`config.mk`:
```
export PLATFORM = sky130hd
export DESIGN_NAME = model_vector_summation_buffered
export DESIGN_NICKNAME = d
export VERILOG_FILES = /design/src/rtl/model_vector_summation_buffered.sv
export SDC_FILE = /design/constraint.sdc
export NUM_CORES = 2
export LEC_CHECK = 0
export ABC_AREA = 1
export BUFFER_PORTS_ARGS = -buffer_cell sky130_fd_sc_hd__buf_2
export CAP_MARGIN = 20
export CELL_PAD_IN_SITES_DETAIL_PLACEMENT = 0
export CELL_PAD_IN_SITES_GLOBAL_PLACEMENT = 1
export CORE_AREA = 2 2 415 314
export CTS_BUF_LIST = sky130_fd_sc_hd__clkbuf_2 sky130_fd_sc_hd__clkbuf_4 sky130_fd_sc_hd__clkbuf_8
export DETAILED_ROUTE_END_ITERATION = 8
export DIE_AREA = 0 0 417 316
export MAX_ROUTING_LAYER = met4
export PLACE_DENSITY_LB_ADDON = 0.1
export SYNTH_ARGS = -nofsm -noshare
export SYNTH_HDL_FRONTEND = slang
export SYNTH_SLANG_ARGS = --single-unit
```
`constraint.sdc`:
```
create_clock -name CLK -period 10.35 [get_ports CLK]
set_input_delay 1.5525 -clock CLK [delete_from_list [all_inputs] [get_ports CLK]]
set_output_delay 1.5525 -clock CLK [all_outputs]
set_load 0.02 [all_outputs]
```
`src/rtl/model_vector_summation_buffered.sv`:
```
`default_nettype none
// +----------------------------------------------------------------------------+
// | model_vector_summation_buffered                                            |
// | Element-wise sum of LENGTH_IN vectors into a buffer, streamed out by index.|
// | Revision: 1.0                                                              |
// +----------------------------------------------------------------------------+
module model_vector_summation_buffered #(
  parameter int DATA_SIZE    = 64,
  parameter int CONTROL_SIZE = 64,
  parameter int MAX_SIZE     = 16,
  parameter bit SATURATE     = 1'b1
) (
  input  logic                    CLK,
  input  logic                    RST,
  input  logic                    START,
  output logic                    READY,
  input  logic                    DATA_IN_ENABLE,
  output logic                    DATA_OUT_SCALAR_ENABLE,
  output logic                    DATA_OUT_VECTOR_ENABLE,
  input  logic [CONTROL_SIZE-1:0] SIZE_IN,
  input  logic [CONTROL_SIZE-1:0] LENGTH_IN,
  input  logic [DATA_SIZE-1:0]    DATA_IN,
  output logic [DATA_SIZE-1:0]    DATA_OUT,
  output logic                    OVERFLOW,
  output logic                    ERROR
);

  localparam int IDX_W = (MAX_SIZE > 1) ? $clog2(MAX_SIZE) : 1;
  localparam logic [CONTROL_SIZE-1:0] C_ONE = CONTROL_SIZE'(1);
  localparam logic [CONTROL_SIZE-1:0] C_MAX = CONTROL_SIZE'(MAX_SIZE);
  localparam logic [DATA_SIZE-1:0] C_POS_MAX = {1'b0, {(DATA_SIZE-1){1'b1}}};
  localparam logic [DATA_SIZE-1:0] C_NEG_MAX = {1'b1, {(DATA_SIZE-1){1'b0}}};

  typedef enum logic [1:0] {
    S_IDLE  = 2'd0,
    S_ACC   = 2'd1,
    S_DRAIN = 2'd2
  } state_t;

  state_t                  state_q;
  logic [CONTROL_SIZE-1:0] size_q;
  logic [CONTROL_SIZE-1:0] len_q;
  logic [CONTROL_SIZE-1:0] e_q;
  logic [CONTROL_SIZE-1:0] v_q;
  logic                    ready_q;
  logic                    scalar_en_q;
  logic                    vector_en_q;
  logic [DATA_SIZE-1:0]    dout_q;
  logic                    ovf_q;
  logic                    err_q;
  logic [DATA_SIZE-1:0]    acc_q [MAX_SIZE];

  logic [IDX_W-1:0]        idx;
  logic [DATA_SIZE-1:0]    acc_rd;
  logic [DATA_SIZE-1:0]    add_sum;
  logic                    add_ovf;
  logic [DATA_SIZE-1:0]    acc_d;
  logic                    acc_we;
  logic                    e_last;
  logic                    v_last;
  logic                    cfg_bad;

  always_comb begin
    idx     = e_q[IDX_W-1:0];
    acc_rd  = acc_q[idx];
    add_sum = acc_rd + DATA_IN;
    // Overflow only possible when both operands share a sign and the sum flips it
    add_ovf = (acc_rd[DATA_SIZE-1] == DATA_IN[DATA_SIZE-1]) &&
              (add_sum[DATA_SIZE-1] != acc_rd[DATA_SIZE-1]);
    acc_d   = add_sum;
    if (v_q == '0) begin
      acc_d = DATA_IN;
    end else if (SATURATE && add_ovf) begin
      acc_d = acc_rd[DATA_SIZE-1] ? C_NEG_MAX : C_POS_MAX;
    end
    acc_we  = (state_q == S_ACC) && DATA_IN_ENABLE;
    e_last  = (e_q == size_q - C_ONE);
    v_last  = (v_q == len_q - C_ONE);
    cfg_bad = (SIZE_IN == '0) || (SIZE_IN > C_MAX) || (LENGTH_IN == '0);
  end

  // The first vector overwrites each slot, so the buffer needs no reset
  always_ff @(posedge CLK) begin
    if (acc_we) begin
      acc_q[idx] <= acc_d;
    end
  end

  always_ff @(posedge CLK or negedge RST) begin
    if (!RST) begin
      state_q     <= S_IDLE;
      size_q      <= '0;
      len_q       <= '0;
      e_q         <= '0;
      v_q         <= '0;
      ready_q     <= 1'b0;
      scalar_en_q <= 1'b0;
      vector_en_q <= 1'b0;
      dout_q      <= '0;
      ovf_q       <= 1'b0;
      err_q       <= 1'b0;
    end else begin
      ready_q     <= 1'b0;
      scalar_en_q <= 1'b0;
      vector_en_q <= 1'b0;
      err_q       <= 1'b0;
      case (state_q)
        S_IDLE: begin
          if (START) begin
            if (cfg_bad) begin
              err_q   <= 1'b1;
              ready_q <= 1'b1;
            end else begin
              size_q  <= SIZE_IN;
              len_q   <= LENGTH_IN;
              e_q     <= '0;
              v_q     <= '0;
              ovf_q   <= 1'b0;
              state_q <= S_ACC;
            end
          end
        end
        S_ACC: begin
          if (DATA_IN_ENABLE) begin
            if ((v_q != '0) && add_ovf) begin
              ovf_q <= 1'b1;
            end
            if (e_last) begin
              e_q <= '0;
              if (v_last) begin
                state_q <= S_DRAIN;
              end else begin
                v_q <= v_q + C_ONE;
              end
            end else begin
              e_q <= e_q + C_ONE;
            end
          end
        end
        S_DRAIN: begin
          scalar_en_q <= 1'b1;
          dout_q      <= acc_rd;
          if (e_last) begin
            vector_en_q <= 1'b1;
            ready_q     <= 1'b1;
            e_q         <= '0;
            state_q     <= S_IDLE;
          end else begin
            e_q <= e_q + C_ONE;
          end
        end
        default: state_q <= S_IDLE;
      endcase
    end
  end

  assign READY                  = ready_q;
  assign DATA_OUT_SCALAR_ENABLE = scalar_en_q;
  assign DATA_OUT_VECTOR_ENABLE = vector_en_q;
  assign DATA_OUT               = dout_q;
  assign OVERFLOW               = ovf_q;
  assign ERROR                  = err_q;

endmodule
`default_nettype wire

```
Yosys cells after proc, flatten, opt, wreduce, memory -nomap -nowiden
Memories as Yosys holds them, arrays and structs flattened.
Cells that the tools add are included.
{"block": "totals", "register_bits": 327, "latch_bits": 0, "ram_bits": 1024, "mem_bits_ro": 0, "input_bits": 196, "out_inout_bits": 69, "word_cells": 83, "memories": 1}
{"name": "acc_q", "depth": 16, "width": 64, "rd": 1, "rd_ports_with_merged_regs": 0, "wr": 1, "line_no": "51", "source": "logic [DATA_SIZE-1:0] acc_q [MAX_SIZE];"}
{"block": "op_classes", "add_sub_neg": 5, "multipliers": 0, "n_div": 0, "n_lt_le_gt_ge": 1, "n_eq_ne": 14, "n_shift": 0, "muxes": 33, "n_bitwise": 1, "n_reduce_logical": 17}
{"op": "64-bit 2-to-1 mux", "n": 10}
{"op": "64-bit logical NOT", "n": 3}
{"op": "64-bit one-hot mux with 3 select lines", "n": 1}
{"op": "64-bit by 1-bit adder with 64-bit output, second input constant", "n": 2}
{"op": "64-bit == test", "n": 2}
{"op": "64-bit one-hot mux with 2 select lines", "n": 1}
{"op": "64-bit by 1-bit subtractor with 64-bit output, second input constant", "n": 2}
{"op": "64-bit adder", "n": 1}
{"op": "64-bit by 5-bit > comparator with 1-bit output, second input constant", "n": 1}
{"op": "64-bit nonzero test", "n": 1}
{"op": "2-bit inequality test, second input constant", "n": 7}
{"op": "1-bit 2-to-1 mux", "n": 12}
{"op": "2-bit 2-to-1 mux", "n": 6}
{"op": "6-bit AND reduction", "n": 2}
{"op": "2-bit one-hot mux with 3 select lines", "n": 1}
{"op": "5-bit AND reduction", "n": 1}
{"op": "1-bit one-hot mux with 2 select lines", "n": 2}
{"op": "4-bit AND reduction", "n": 1}
{"op": "1-bit logical AND", "n": 3}
{"op": "3-bit AND reduction", "n": 1}
{"op": "3-bit nonzero test", "n": 1}
{"op": "2-bit by 1-bit == test with 1-bit output, second input constant", "n": 1}
{"op": "2-bit == test, second input constant", "n": 1}
{"op": "2-bit logical NOT", "n": 1}
{"op": "other kinds (6)", "n": 7}

Logic depth before layout (Yosys ltp)
An unclocked memory read counts as a cell.
{"block": "depth", "depth_word": 8, "ltp_mapped": 26, "depth_no_buf": 22}

Least setup slack after synthesis
No wires, ideal clock.
{"block": "synth_path", "path_type": "reg2reg", "from": "register e_q[0]", "to": "memory acc_q[0][42], data pin", "arrival_ps": 4729, "path_slack_ps": 5329, "stages_incl_launch_ff": 25, "synth_period_minus_slack_ps": 5021, "path_cell_list": "dfrtp_1 -> buf_4 -> clkbuf_1 -> clkbuf_1 -> clkbuf_1 -> clkbuf_1 -> nor2_1 -> o22ai_1 -> nand2_1 -> nand4_1 -> ha_1 -> inv_1 -> fa_1 -> o21ai_0 -> nand2_1 -> nand2_1 -> nand2_1 -> nand2_1 -> a21oi_1 -> o21ai_0 -> a21boi_0 -> o21ai_0 -> xor2_1 -> nand2_1 -> a21oi_1"}
{"block": "synth_via", "elab_chain_len": 6}
{"item": "from (decl)", "line_no": "43", "source": "logic [CONTROL_SIZE-1:0] e_q;"}
{"item": "from (signal assigned)", "line_no": "136", "source": "e_q <= e_q + C_ONE;"}
{"item": "from (signal assigned)", "line_no": "149", "source": "e_q <= e_q + C_ONE;"}
{"item": "memory 16 x 64 bit *"}
{"item": "via acc_rd[0]", "line_no": "54", "source": "logic [DATA_SIZE-1:0] acc_rd;"}
{"item": "64-bit adder *", "line_no": "66", "source": "add_sum = acc_rd + DATA_IN;"}
{"item": "1-bit inequality test", "line_no": "69", "source": "(add_sum[DATA_SIZE-1] != acc_rd[DATA_SIZE-1]);"}
{"item": "1-bit logical AND", "line_no": "68", "source": "add_ovf = (acc_rd[DATA_SIZE-1] == DATA_IN[DATA_SIZE-1]) &&"}
{"item": "64-bit 2-to-1 mux *", "line_no": "73", "source": "end else if (SATURATE && add_ovf) begin"}
{"item": "64-bit 2-to-1 mux *", "line_no": "71", "source": "if (v_q == '0) begin"}
{"item": "via acc_d[42]", "line_no": "57", "source": "logic [DATA_SIZE-1:0] acc_d;"}
{"item": "to (decl)", "line_no": "51"}
The timed path passes the listed nets; every way through them passes the cells marked *.

Worst setup path after layout
{"block": "layout_path", "from": "register e_q[0]", "to": "memory acc_q[2][56], data pin"}
Same word-level chain as after synthesis.

==> reports/metrics.cfg <==
[detailed_routing]
vias = 56877
vias_per_cell = 5.86
finalWirelength_um = 230000
drt_iter0_drc = 6854
drtAntennaViolNets = 0
drc = 0
firstDrtPassIters = 6
routedWlPerCell_um = 23.7

[worst_setup_path]
r2r_setup_slack_ns = 2.91
end_kind = flip-flop
worstSetupPathType = reg -> reg
r2r-start = e_q[0]
r2r-end = acc_q[2][56]
cp.required_ns = 10.97
crit_fanout = 163
arrival_ns = 8.06
start_kind = flip-flop
rr_worst_depth = 19

[cells_and_area]
final_util_pct = 59.4
nets = 8099
drive_gt1_share_pct = 10.1
area_growth_pct = 11.1

[timing]
holdWs_ns = 0.475
fmax_mhz = 134
period_needed_ns = 7.44
max_slew_margin_pct = 15.1
hold_violations = 0
period_share_pct = 71.9
setup_viol = 0
rsz0062_at_grt = false
worst_pin_slew_ns = 1.27
drv_slew = 0
fin_tns_setup_ns = 0
skew_ns = 0.0514

[yosys]
yosys-top-cells-count = nand2_1 (1759), nor2_1 (1318), edfxtp_1 (1024)
netlist.top_cell.by_area = edfxtp_1
ys_ff_latch = 1351
netlist_area_um2 = 68500
syn-num-nets = 7878
netlist_top_cells_area = edfxtp_1 (45%), dfrtp_1 (12%), nand2_1 (9.6%)
ys_warn_count = 0
avgSynthCellArea_um2 = 9.00
ys.flop_type = edfxtp_1
synthArstFlopShare_pct = 24.2
yosysSeqAreaShare_pct = 56.9
synth_edf_count = 1024
syn-instance-count = 7606
yosysTopAreaCellShare_pct = 44.9
ys_types = 54
synth.most_common_cell = nand2_1

[global_route]
gr-total-overflow = 0
antenna_found_initial = 14
grt_max_degree = 237
track_usage_pct = 35.5
grt_pass1_wl_um = 339000
grt_pass1_vias = 53023

[hold_path]
worstHoldStart = DATA_OUT[51]
hold_path_class = reg -> reg
holdPathStages = 2
worstHoldEndpoint = DATA_OUT[51]

[floorplanning]
core_um2 = 128000
die_w_um = 417
ios = 265
start_util_pct = 53.5
fp-row-count = 114
die_height_um = 316
dieArea_um2 = 132000

[power]
powerDensity_nw_per_um2 = 144
vdd_drop_max_mv = 0.149
p_leak_nw = 31.1

[placement]
hpwl_um = 151000
numPortBuffers = 264
place.gp.congestion = 1.00

[outcome]
status = complete, no violations

[flow_run]
drv_cap = 0

[clocking]
insertion_delay_ns = 0.96
h-tree-depth = 4
cts_sinks = 1351
cts_inserted_buffers = 203
cts_tree = yes
post-cts-setup-buffers = 0
ctsResizeCount = 0
clock-root-buffer = clkbuf_8
clk_pin_slew_worst_paths_ns = 0.07
hold_buffers = 0
clockBufferDepth = 3

-- flip-flops by register name, summed over array words and instances (netlist names) --
name / count
len_q: 64
READY: 1
state_q: 2
v_q: 64
ERROR: 1
acc_q: 1024
DATA_OUT_SCALAR_ENABLE: 1
size_q: 64
e_q: 64
DATA_OUT_VECTOR_ENABLE: 1
DATA_OUT: 64
OVERFLOW: 1
-- layout by cell type (no fill, tap or decap), drive strengths merged, types with 216 or more instances in the layout --
cell type / instances
edfxtp: 1024
dfrtp: 327
inv: 563
buf: 359
nand4: 241
o21ai: 700
nand3: 216
nor2: 1341
clkbuf: 325
nand2: 1763
o22ai: 258
-- worst max-delay path, cell delays in order, from the launching register on --
cell	delay, ns
dfrtp_4	0.77
inv_8	0.79
buf_12	0.56
o21ai_0	0.20
o22ai_1	0.19
nand2_1	0.08
nand4_1	0.14
ha_1	0.28
inv_1	0.09
fa_1	0.42
o21ai_0	0.46
nand3_1	0.14
nand3_1	0.24
a21boi_0	0.21
o21ai_0	0.92
nand4_1	0.19
o211ai_1	0.23
xor2_1	0.20
nand2_1	0.08
a21oi_1	0.76
-- kinds of logic after synthesis --
kind of cell / count (synthesis) / synth area share (%)
AND/OR/NAND/NOR: 3751 / 22.7
buffers and inverters: 900 / 5.12
AO/OA/AOI/OAI: 1242 / 10.1
adder cells (fa/ha/maj): 76 / 1.40
multiplexers: 3 / 0.0493
XOR/XNOR: 283 / 3.80
flip-flops: 1351 / 56.9
-- layer usage --
metal / track usage [%] / share of wire [%] / up-vias
met1: 49.6 / 43 / 27352
met3: 5.21 / 8.5 / 421
li1: - / - / 26372
met5: - / 0 / -
met4: 12.9 / 3.5 / 0
met2: 52.9 / 45 / 2732
-- power breakdown --
part / internal, mW / leakage (nW) / switching, mW
Sequential: 5.84 / 13.7 / 0.0000748
Clock: 2.59 / 2.39 / 2.21
Combinational: 0.0963 / 15.0 / 0.240
Total: 8.53 / 31.1 / 2.45
-- per-stage QoR --
step / setup WS [ns] / total power [mW] / area [um^2] / std cells
floorplan: 5.33 / 6.11 / 68500 / 7606
global placement: 3.27 / 6.27 / 71300 / 9281
detailed placement: 3.07 / 6.28 / 71400 / 9288
CTS: 3.05 / 11.0 / 75900 / 9670
global route: 2.48 / 11.3 / 76000 / 9698
finish: 2.91 / 11.0 / 76000 / 9701
-- worst max path at each step --
stage | start | end | cells past startpoint
floorplan | e_q[0] | acc_q[0][42] | 24
global placement | e_q[0] | acc_q[11][56] | 19
detailed placement | e_q[0] | acc_q[11][56] | 19
CTS | e_q[0] | acc_q[13][48] | 20
global route | e_q[0] | acc_q[15][56] | 19
finish | e_q[0] | acc_q[2][56] | 19
-- final cells by class --
class	count	area, um^2
Timing Repair Buffer	359	2130
Clock inverter	57	515
Fill cell	11321	51900
Tap cell	1682	2100
Multi-Input combinational cell	5355	26200
Clock buffer	325	3990
Sequential cell	1351	38900
Inverter	557	2110
Antenna cell	15	37.5
No activity file was read; power rests on OpenSTA's default activity.
